==> config.mk <==
export PLATFORM = sky130hd
export DESIGN_NAME = keypad_scanner
export DESIGN_NICKNAME = d
export VERILOG_FILES = /design/src/rtl/keypad_pkg.sv /design/src/rtl/keypad_tick_gen.sv /design/src/rtl/keypad_scanner.sv
export SDC_FILE = /design/constraint.sdc
export NUM_CORES = 1
export LEC_CHECK = 0
export ABC_AREA = 1
export CORE_MARGIN = 2
export CORE_UTILIZATION = 60
export CTS_CLUSTER_SIZE = 25
export DETAILED_ROUTE_END_ITERATION = 12
export PLACE_DENSITY = 0.85
export SYNTH_ARGS = -nofsm -noshare
export SYNTH_HDL_FRONTEND = slang
export SYNTH_SLANG_ARGS = --single-unit
==> constraint.sdc <==
create_clock -name clk -period 5 [get_ports clk]
set_input_delay 1 -clock clk [delete_from_list [all_inputs] [get_ports clk]]
set_output_delay 1 -clock clk [all_outputs]
set_load 0.01 [all_outputs]
==> src/rtl/keypad_pkg.sv <==
// Shared types for the keypad scanner: FSM state encoding and row-sample classification.
package keypad_pkg;

    localparam int MAX_ROWS = 64;
    localparam int IDX_W    = $clog2(MAX_ROWS);

    typedef enum logic [1:0] {
        ST_SCAN,
        ST_DEBOUNCE,
        ST_HELD
    } state_t;

    typedef enum logic [1:0] {
        CLS_IDLE,
        CLS_SINGLE,
        CLS_MULTI
    } sample_cls_t;

    typedef struct packed {
        sample_cls_t      cls;
        logic [IDX_W-1:0] idx;
    } sample_t;

    // Unused upper bits must be padded with ones so they read as released rows.
    function automatic sample_t classify(input logic [MAX_ROWS-1:0] r);
        sample_t s;
        int      zeros;
        zeros = 0;
        s.idx = '0;
        for (int i = 0; i < MAX_ROWS; i++) begin
            if (!r[i]) begin
                zeros++;
                s.idx = IDX_W'(i);
            end
        end
        if (zeros == 0)
            s.cls = CLS_IDLE;
        else if (zeros == 1)
            s.cls = CLS_SINGLE;
        else
            s.cls = CLS_MULTI;
        return s;
    endfunction

endpackage

==> src/rtl/keypad_tick_gen.sv <==
// Column dwell counter; tick marks the last cycle of each dwell period.
module keypad_tick_gen #(
    parameter int SCAN_DIV = 1000
) (
    input  logic clk,
    input  logic reset,
    output logic tick
);

    localparam int CNT_W = $clog2(SCAN_DIV);

    logic [CNT_W-1:0] cnt;

    assign tick = (cnt == CNT_W'(SCAN_DIV - 1));

    always_ff @(posedge clk) begin
        if (!reset)
            cnt <= '0;
        else if (tick)
            cnt <= '0;
        else
            cnt <= cnt + 1'b1;
    end

endmodule

==> src/rtl/keypad_scanner.sv <==
// Self-scanning, debounced ROWS x COLS matrix keypad front end with press strobe,
// held level and multi-key rejection.
module keypad_scanner
    import keypad_pkg::*;
#(
    parameter int ROWS     = 4,
    parameter int COLS     = 4,
    parameter int SCAN_DIV = 1000,
    parameter int DEBOUNCE = 4,
    parameter int CODE_W   = $clog2(ROWS * COLS)
) (
    input  logic              clk,
    input  logic              reset,
    input  logic [ROWS-1:0]   row,
    output logic [COLS-1:0]   col,
    output logic [CODE_W-1:0] key_code,
    output logic              key_valid,
    output logic              key_held,
    output logic              multi_key
);

    localparam int CIDX_W = $clog2(COLS);
    localparam int DEB_W  = $clog2(DEBOUNCE + 1);

    logic                tick;
    state_t              state;
    logic [CIDX_W-1:0]   col_idx;
    logic [CIDX_W-1:0]   col_nxt;
    logic [ROWS-1:0]     pattern;
    logic [DEB_W-1:0]    deb_cnt;
    logic [DEB_W-1:0]    rel_cnt;
    logic [MAX_ROWS-1:0] row_pad;
    sample_t             smp;

    keypad_tick_gen #(
        .SCAN_DIV(SCAN_DIV)
    ) u_tick_gen (
        .clk  (clk),
        .reset(reset),
        .tick (tick)
    );

    assign row_pad = {{(MAX_ROWS - ROWS){1'b1}}, row};
    assign smp     = classify(row_pad);
    assign col_nxt = (col_idx == CIDX_W'(COLS - 1)) ? '0 : col_idx + 1'b1;
    assign col     = ~(COLS'(1) << col_idx);

    // pattern/deb_cnt/rel_cnt are always loaded on entry to the state that reads them.
    always_ff @(posedge clk) begin
        if (!reset) begin
            state     <= ST_SCAN;
            col_idx   <= '0;
            key_code  <= '0;
            key_valid <= 1'b0;
            key_held  <= 1'b0;
            multi_key <= 1'b0;
        end else begin
            key_valid <= 1'b0;
            multi_key <= 1'b0;
            if (tick) begin
                case (state)
                    ST_SCAN: begin
                        if (smp.cls == CLS_SINGLE) begin
                            pattern <= row;
                            deb_cnt <= DEB_W'(1);
                            state   <= ST_DEBOUNCE;
                        end else begin
                            multi_key <= (smp.cls == CLS_MULTI);
                            col_idx   <= col_nxt;
                        end
                    end
                    ST_DEBOUNCE: begin
                        if (smp.cls == CLS_SINGLE && row == pattern) begin
                            if (deb_cnt == DEB_W'(DEBOUNCE - 1)) begin
                                key_valid <= 1'b1;
                                key_held  <= 1'b1;
                                key_code  <= CODE_W'(int'(col_idx) * ROWS + int'(smp.idx));
                                rel_cnt   <= '0;
                                state     <= ST_HELD;
                            end else begin
                                deb_cnt <= deb_cnt + 1'b1;
                            end
                        end else begin
                            multi_key <= (smp.cls == CLS_MULTI);
                            col_idx   <= col_nxt;
                            state     <= ST_SCAN;
                        end
                    end
                    ST_HELD: begin
                        // Extra keys while held only restart the release count.
                        if (smp.cls == CLS_IDLE) begin
                            if (rel_cnt == DEB_W'(DEBOUNCE - 1)) begin
                                key_held <= 1'b0;
                                col_idx  <= col_nxt;
                                state    <= ST_SCAN;
                            end else begin
                                rel_cnt <= rel_cnt + 1'b1;
                            end
                        end else begin
                            rel_cnt <= '0;
                        end
                    end
                    default: state <= ST_SCAN;
                endcase
            end
        end
    end

endmodule

After elaboration in Yosys (flattened, before gate mapping)

Index checks and enable logic that the tools add are counted.

Shifts and indexed selects: 1
Bitwise gates (word level): 2
Multiplexer cells: 39
Eq/ne operators: 20
Add/sub/neg operators: 8
Reduce and logical (&&, ||, !) cells: 17

Operators by type and width:

| operator                | count |
|---|---|
| $add A32 B2 Y32 const B | 3 |
| $mux W32                | 3 |
| $eq A32 B2 Y1 const B   | 1 |
| $logic_not A32 Y1       | 1 |
| $mux W2                 | 14 |
| $reduce_and A6 Y1       | 4 |
| $mux W3                 | 7 |
| $ne A2 B2 Y1 const B    | 8 |
| $pmux W2 S3             | 2 |
| $pmux W3 S2             | 2 |
| $reduce_and A4 Y1       | 3 |
| $add A10 B1 Y10 const B | 1 |
| $eq A10 B10 Y1 const B  | 1 |
| $mux W1                 | 9 |
| $add A3 B1 Y3 const B   | 2 |
| $eq A2 B2 Y1 const B    | 3 |
| $eq A3 B2 Y1 const B    | 2 |
| $ne A3 B3 Y1 const B    | 2 |
| $reduce_and A5 Y1       | 1 |
| $add A4 B2 Y4           | 1 |
| $eq A2 B1 Y1 const B    | 2 |
| $eq A4 B4 Y1            | 1 |
| $logic_not A2 Y1        | 2 |
| $not A4 Y4              | 1 |
| 9 further kinds         | 11 |

Input bits: 6
Word-level logic and storage cells: 97
Flip-flop bits (word level): 31
Output and inout port bits: 11

Longest topological paths before layout

Gate-level depths: netlist (run 1).

Depth in word-level cells: 14
Gate-level depth with buffers: 19
Gate-level depth less buffers: 19

Cells and area by module

A second synthesis (run 1) with hierarchy kept.

Cell total of the unflattened synthesis: 253
Area, all modules: 1873.0 µm²

Modules (own cells, without submodules):

| module          | seq. area each (µm²) | cells each | area an instance (µm²) | instances |
|---|---|---|---|---|
| keypad_scanner  | 520.5                | 187        | 1396.3                 | 1 |
| keypad_tick_gen | 200.2                | 66         | 476.7                  | 1 |

Worst setup path before layout (run 1)

No wires, ideal clock.

Path type: input-to-reg
From: input port row[0]
To: register deb_cnt[0], enable pin
Arrival: 2.690 ns
Cell stages on the path: 12
Required time: 4.697 ns
Setup time: 0.303 ns
Path slack: 2.007 ns
Cell sequence: inv_1 > ha_1 > inv_2 > nand2_4 > nand2_4 > inv_1 > ha_1 > or2_1 > nand2_2 > nand2_2 > o21ai_2 > and3_1

Word-level cells in the longest chain between the ends: 14

Ends and longest elaborated chain:

| item                                 | RTL line                                   | text |
|---|---|---|
| start, declared                      | keypad_scanner.sv:14                       | `input logic [ROWS-1:0] row,` |
| $mux W1                              | keypad_pkg.sv:31                           | `if (!r[i]) begin` |
| $add A32 B2 Y32                      | keypad_pkg.sv:32                           | `zeros++;` |
| $mux W32                             | keypad_pkg.sv:31                           |  |
| $add A32 B2 Y32                      | keypad_pkg.sv:32                           |  |
| $mux W32                             | keypad_pkg.sv:31                           |  |
| $add A32 B2 Y32                      | keypad_pkg.sv:32                           |  |
| $mux W32                             | keypad_pkg.sv:31                           |  |
| $eq A32 B2 Y1                        | keypad_pkg.sv:38                           | `else if (zeros == 1)` |
| $mux W2                              | keypad_pkg.sv:38                           |  |
| $mux W2                              | keypad_pkg.sv:36                           | `if (zeros == 0)` |
| $eq A2 B1 Y1                         | keypad_scanner.sv:63, keypad_scanner.sv:73 |  |
| $logic_and A1 B1 Y1                  | keypad_scanner.sv:73                       | `if (smp.cls == CLS_SINGLE && row == pattern) begin` |
| $ne A2 B2 Y1 (no source line)        | n/a                                        |  |
| $reduce_and A6 Y1 (no source line) * | n/a                                        |  |
| end signal, assigned                 | keypad_scanner.sv:81                       | `deb_cnt <= deb_cnt + 1'b1;` |
| end, declared                        | keypad_scanner.sv:30                       | `logic [DEB_W-1:0] deb_cnt;` |

Every way passes the cells marked *; elsewhere a longest branch is shown, timed or not.
A chain may end at the register's enable or synchronous reset.

Final worst setup path (run 1)

From: input port row[1]
To: register rel_cnt[2], enable pin

Word-level cells in the longest chain between the ends: 12

Ends and longest elaborated chain:

| item                                 | RTL line             | text |
|---|---|---|
| $mux W32                             | keypad_pkg.sv:31     |  |
| $add A32 B2 Y32                      | keypad_pkg.sv:32     |  |
| $mux W32                             | keypad_pkg.sv:31     |  |
| $add A32 B2 Y32                      | keypad_pkg.sv:32     |  |
| $mux W32                             | keypad_pkg.sv:31     |  |
| $eq A32 B2 Y1                        | keypad_pkg.sv:38     |  |
| $mux W2                              | keypad_pkg.sv:38     |  |
| $mux W2                              | keypad_pkg.sv:36     |  |
| $eq A2 B1 Y1                         | keypad_scanner.sv:73 |  |
| $logic_and A1 B1 Y1                  | keypad_scanner.sv:73 |  |
| $ne A2 B2 Y1 (no source line)        | n/a                  |  |
| $reduce_and A6 Y1 (no source line) * | n/a                  |  |
| end signal, assigned                 | keypad_scanner.sv:97 | `rel_cnt <= rel_cnt + 1'b1;` |
| end, declared                        | keypad_scanner.sv:31 | `logic [DEB_W-1:0] rel_cnt;` |

Marked as above.

==> reports/metrics.csv, run 1 <==
metric,value,unit
Final WS setup,1.62,ns
sequential area share after synthesis,38.7,%
GP Congestion,0.901,
final wirelength,3140,um
hold_buf cts,0,
Fin Hold WS,0.447,ns
initial antenna violation count,0,
total CTS buffers,5,
CTS max path bufs,2,
Worst VDD drop,180,uV
setup TNS,0,ns
"CTS clk-pin slew, worst paths",0.09,ns
Max Slew Vio Count,0,
vias per cell,5.04,
cell family with most CP delay,buffers and inverters,
worst hold-check path type,flop to flop,
Post-synth ARST share,0,%
die width,59.7,um
Syn. warnings,0,
most common cell in the synthesized netlist,nand2_1,
Top Ports,17,
average size of a mapped cell,7.73,um2
CP Cell Sequence,clkdlybuf4s50_1 -> inv_1 -> ha_1 -> inv_2 -> nand2_4 -> nand2_4 -> inv_1 -> ha_1 -> nand2_1 -> nand2_1 -> nor2_2 -> nand3_2 -> nand2_2 -> nand3_1 -> a21oi_1,
RSZ-0062 raised after global routing,false,
core area,3000,um2
antenna-violating nets left,0,
CP endpoint kind,flop,
final net count,279,
ranking of synthesized cells by area,"dfxtp_1 23%, edfxtp_1 16%, nand2_1 9.5%",
total gr overflow,0,
final clock skew,0.00788,ns
ys flop type,dfxtp_1,
Highest Clock Rate,296,MHz
fin cells,295,
starting utilization of the core area,62.0,%
Yosys top cell by area,dfxtp_1,
Ant. Diodes,0,
Post-synth EDFFs,10,
Netlist cell types,30,
worst path arrival time,3.41,ns
Die Ht,59.7,um
Syn Std Cell Area,1860,um2
Buf/Inv on CP,4,
CP max FO,5,
"Setup violations, final",0,
maxcap violations,0,
largest net degree at the start of global routing,12,
Total Die Area,3560,um2
clock latency on the worst-skew pair,0.33,ns
CTS tree,built,
top-area cell type share of the netlist area,22.6,%
PortBufs,16,
post-CTS setup buffer count,0,
Post-Syn Nets,259,
Final Hold Fails,0,
"Slowest-stage cell, CP",clkdlybuf4s50_1,
number of H-tree levels,2,
Rel. slew slack,68.6,%
first-pass GRT wire length,5270,um
All-Layer GR Usage,19.9,%
Post-Synthesis Cells,241,
DRT Pass-1 Iters,4,
Least-Margin Pin Slew,0.470,ns
minimum clock period after layout,3.38,ns
CTS Root Cell,clkbuf_4,
Inst Count DP,287,
crit-path max cell delay,0.55,ns
Startpoint Class,primary input,
leakage,0.897,nW
R2R setup slack,3.03,ns
Crit Path Class,primary input to flop,
fraction of layout cells with a size suffix above 1,14.1,%
Area Overhead vs Synth,11.9,%
Post-CTS Resized,0,
"Req. time, crit path",5.02,ns
number of global-route vias before repair,1316,
status,"complete, no violations",
placed wire-length estimate,2480,um
DR WL/cell,10.6,um
period utilization,67.6,%
num rows,20,
total design power,453,uW
Yosys reg bits,31,
initial DRC count,39,
pwr/cell area,217,nW/um2
Sink Count,31,
most instantiated cells after synthesis,"47 x nand2_1, 39 x inv_1, 30 x nor2_1",
via count,1486,
dpl ws,1.27,ns
Residual DRC,0,
-- layer usage --
metal	global-route usage [%]	part of all wire, %
met4	8.57	1.1
met5	0	0
met1	23.3	46
met3	5.19	4.3
met2	34.0	48
-- cell families (layout without fill, tap and decap cells) --
family | Yosys count | after routing | synth area share [%]
compound gates | 24 | 24 | 7.26
xor+xnor | 3 | 3 | 1.41
fa+ha+maj | 12 | 12 | 8.06
buf+inv | 46 | 67 | 10.6
flops | 31 | 31 | 38.7
simple gates | 125 | 125 | 33.9
-- flip-flops by register name, summed over array words and instances, names as in the netlist --
register,count
state,2
key_valid,1
pattern,4
u_tick_gen.cnt,10
col_idx,2
key_code,4
deb_cnt,3
multi_key,1
rel_cnt,3
key_held,1
-- worst min-delay path, delay by kind of cell, from the launching register on --
| kind | cells | cell delay [ns] |
|---|---|---|
| flip-flops | 1 | 0.32 |
| AO/OA/AOI/OAI | 1 | 0.05 |
| buffers and inverters | 1 | 0.04 |
-- where the power goes --
part / internal (mW) / total (mW) / switching [mW]
Clock: 0.0527 / 0.135 / 0.0820
Combinational: 0.0208 / 0.0562 / 0.0355
Sequential: 0.260 / 0.262 / 0.00178
-- metrics by stage --
stage               utilization [%]  instance area (um2)
finish                         69.4                 2080
global route                   69.4                 2080
CTS                            69.4                 2080
detailed placement             67.7                 2030
global placement               67.7                 2030
floorplan                         -                 1860
-- path summary, 6_finish.rpt --
path | startpoint | end | cells past startpoint
hold reg to reg | key_code[0]$_SDFFE_PN0P_ | key_code[0]$_SDFFE_PN0P_ | 2
setup reg to reg | u_tick_gen.cnt[0]$_SDFF_PP0_ | rel_cnt[2]$_SDFFCE_PN0P_ | 7
setup / recovery | row[1] | rel_cnt[2]$_SDFFCE_PN0P_ | 15
hold / removal | key_code[0]$_SDFFE_PN0P_ | key_code[0]$_SDFFE_PN0P_ | 2
-- cell type report --
cell class                 instances  area, um2
sequential                        31        721
tap                               33       41.3
clock inverter                     2       8.76
fill                             253        920
inverter                          43        168
timing repair buffer              16        160
multi-input combinational        164        943
clock buffer                       6       41.3
-- cells in the final DEF, fill, tap and decap left out, types with 2 or more instances in the layout --
cell type        count
nand3_2              3
inv_4                2
nor3_1               4
clkbuf_4             5
nand2_4              7
or2_1                2
nand3_1             11
nor2_2               8
o21ai_0              5
nor2_1              30
clkinv_2             2
nand2_1             47
clkdlybuf4s50_1     16
o21a_1               4
dfxtp_1             21
edfxtp_1            10
a21oi_1             12
inv_1               39
nand4_1              2
xnor2_1              3
ha_1                12
nand2_2              7
(Power assumes the default switching activity.)
==> run 2: changes to the inputs <==
Settings changed: CORE_UTILIZATION 60 to 51, PLACE_DENSITY 0.85 to 0.77.
Clock period 5 ns to 2.78 ns, I/O delays scaled along.
==> run 2 against run 1 <==
  * Clock skew up 0.0015 ns
  * Core utilization is 2.9 points lower
  * Register-to-register slack worse by 2.1 ns
  * Clock-buffer cell count increased by 1
  * Design area is 9.1% higher
  * Global-route usage fell by 2.2 points
  * Flip-flop and latch count is the same
  * Largest cell class unchanged
  * Largest power group unchanged
  * Highest routed layer unchanged
==> reports/metrics.csv, run 2 (synthesis gave the netlist of run 1 again) <==
metric,value,unit
minimum clock period after layout,2.63,ns
total CTS buffers,5,
final clock skew,0.00934,ns
Final WS setup,0.148,ns
sequential power share,50.7,%
DR WL/cell,9.98,um
antenna-violating nets left,0,
CTS Root Cell,clkbuf_4,
FF+latch area,721,um2
Least-Margin Pin Slew,0.417,ns
number of H-tree levels,2,
Sw Ratio,24.6,%
Final Hold Fails,0,
clock power share,36.0,%
initial DRC count,36,
core area,3420,um2
Pint,700,uW
CTS tree,built,
CP endpoint kind,flop,
All-Layer GR Usage,17.7,%
Startpoint Class,primary input,
Largest register FFs,10,
placed wire-length estimate,2550,um
Residual DRC,0,
Rel. slew slack,72.1,%
Logic pwr share,13.3,%
period utilization,94.7,%
final wirelength,3230,um
maxcap violations,0,
worst hold-check path type,flop to flop,
Area Overhead vs Synth,22.0,%
Sink Count,31,
CTS max path bufs,2,
total design power,930,uW
hold_sp,key_code[0]$_SDFFE_PN0P_,
CP Cell Sequence,clkdlybuf4s50_1 -> inv_1 -> ha_4 -> inv_2 -> nand2_4 -> nand2_4 -> inv_1 -> ha_1 -> or2_1 -> nand2_2 -> nand2_2 -> o21ai_2 -> and3_4,
clock latency on the worst-skew pair,0.33,ns
"Req. time, crit path",2.83,ns
Psw,229,uW
worst path arrival time,2.68,ns
PortBufs,16,
Multi-input gate area,965,um2
"CTS clk-pin slew, worst paths",0.09,ns
largest registers,"u_tick_gen.cnt (10), key_code (4), pattern (4)",
initial antenna violation count,0,
"Setup violations, final",0,
RSZ-0062 raised after global routing,true,
die width,64.4,um
setup TNS,0,ns
"commonest non-fill, non-tap cell in the layout",nand2_1,
fraction of layout cells with a size suffix above 1,20.9,%
hold_buf cts,0,
number of global-route vias before repair,1466,
total gr overflow,0,
fillcell total,293,
worst r2r src,u_tick_gen.cnt[0]$_SDFF_PP0_,
Max Slew Vio Count,0,
Die Ht,64.4,um
Crit. Startpoint,row[0],
DRT Pass-1 Iters,4,
num rows,21,
crit-path max cell delay,0.47,ns
Worst VDD drop,222,uV
most frequent cells in the layout,"47 x nand2_1, 39 x inv_1, 30 x nor2_1, 21 x dfxtp_1",
starting utilization of the core area,54.5,%
Biggest register,u_tick_gen.cnt,
GP Congestion,0.843,
via count,1540,
Top Ports,17,
largest net degree at the start of global routing,12,
pwr/cell area,409,nW/um2
CP max FO,3,
leakage,0.986,nW
first-pass GRT wire length,5840,um
dpl ws,-0.318,ns
final net count,295,
"Slowest-stage cell, CP",clkdlybuf4s50_1,
Crit Path Class,primary input to flop,
vias per cell,4.75,
Ant. Diodes,0,
Total Die Area,4150,um2
Highest Clock Rate,380,MHz
status,"complete, no violations",
R2R setup slack,0.90,ns
run 2: timing repair:
item                       CTS  global route
gates resized for setup      0             3
setup buffers                0             0
setup endpoints to repair    0            15
run 2: through the flow:
step	instance area, um2	utilization, %	hold WS (ns)	instances
2_1_floorplan	1860	-	0.430	241
3_3_place_gp	2170	63.5	0.435	316
3_5_place_dp	2170	63.5	0.437	316
4_1_cts	2250	65.9	0.452	324
5_1_grt	2270	66.5	0.481	324
6_report	2270	66.5	0.449	324
run 2: power by group through the flow:
stage          logic [mW]  clock network, mW  registers (mW)
6_report            0.124              0.334           0.471
5_1_grt             0.139              0.359           0.472
4_1_cts             0.121              0.342           0.471
3_5_place_dp        0.121                  0           0.482
3_3_place_gp        0.119                  0           0.482
2_1_floorplan      0.0830                  0           0.481
run 2: area by class of cell:
class / count / share of cell area (%)
Clock buffer: 7 / 3.36
Clock inverter: 1 / 0.220
Inverter: 43 / 7.38
Multi-Input combinational cell: 164 / 42.5
Sequential cell: 31 / 31.7
Tap cell: 46 / 2.53
Timing Repair Buffer: 32 / 12.3
run 2: layer usage:
| layer | track usage [%] | up-vias | part of all wire, % |
|---|---|---|---|
| met5 | 0 | - | 0 |
| met4 | 6.38 | 0 | 1.7 |
| met3 | 4.17 | 5 | 4.5 |
| met2 | 31.0 | 36 | 46 |
| met1 | 21.3 | 670 | 47 |
| li1 | - | 829 | - |
run 2: worst paths after layout:
check | end | cells past startpoint
max | deb_cnt[2]$_SDFFCE_PN0P_ | 13
min | key_code[0]$_SDFFE_PN0P_ | 2
max reg2reg | rel_cnt[2]$_SDFFCE_PN0P_ | 7
min reg2reg | key_code[0]$_SDFFE_PN0P_ | 2
run 2: critical path, delay by kind of cell:
| kind | cells | cell delay (ns) |
|---|---|---|
| AOI/OAI and AO/OA | 1 | 0.15 |
| adders and majority gates | 2 | 0.55 |
| buffers and inverters | 4 | 0.65 |
| and+or+nand+nor | 6 | 0.77 |
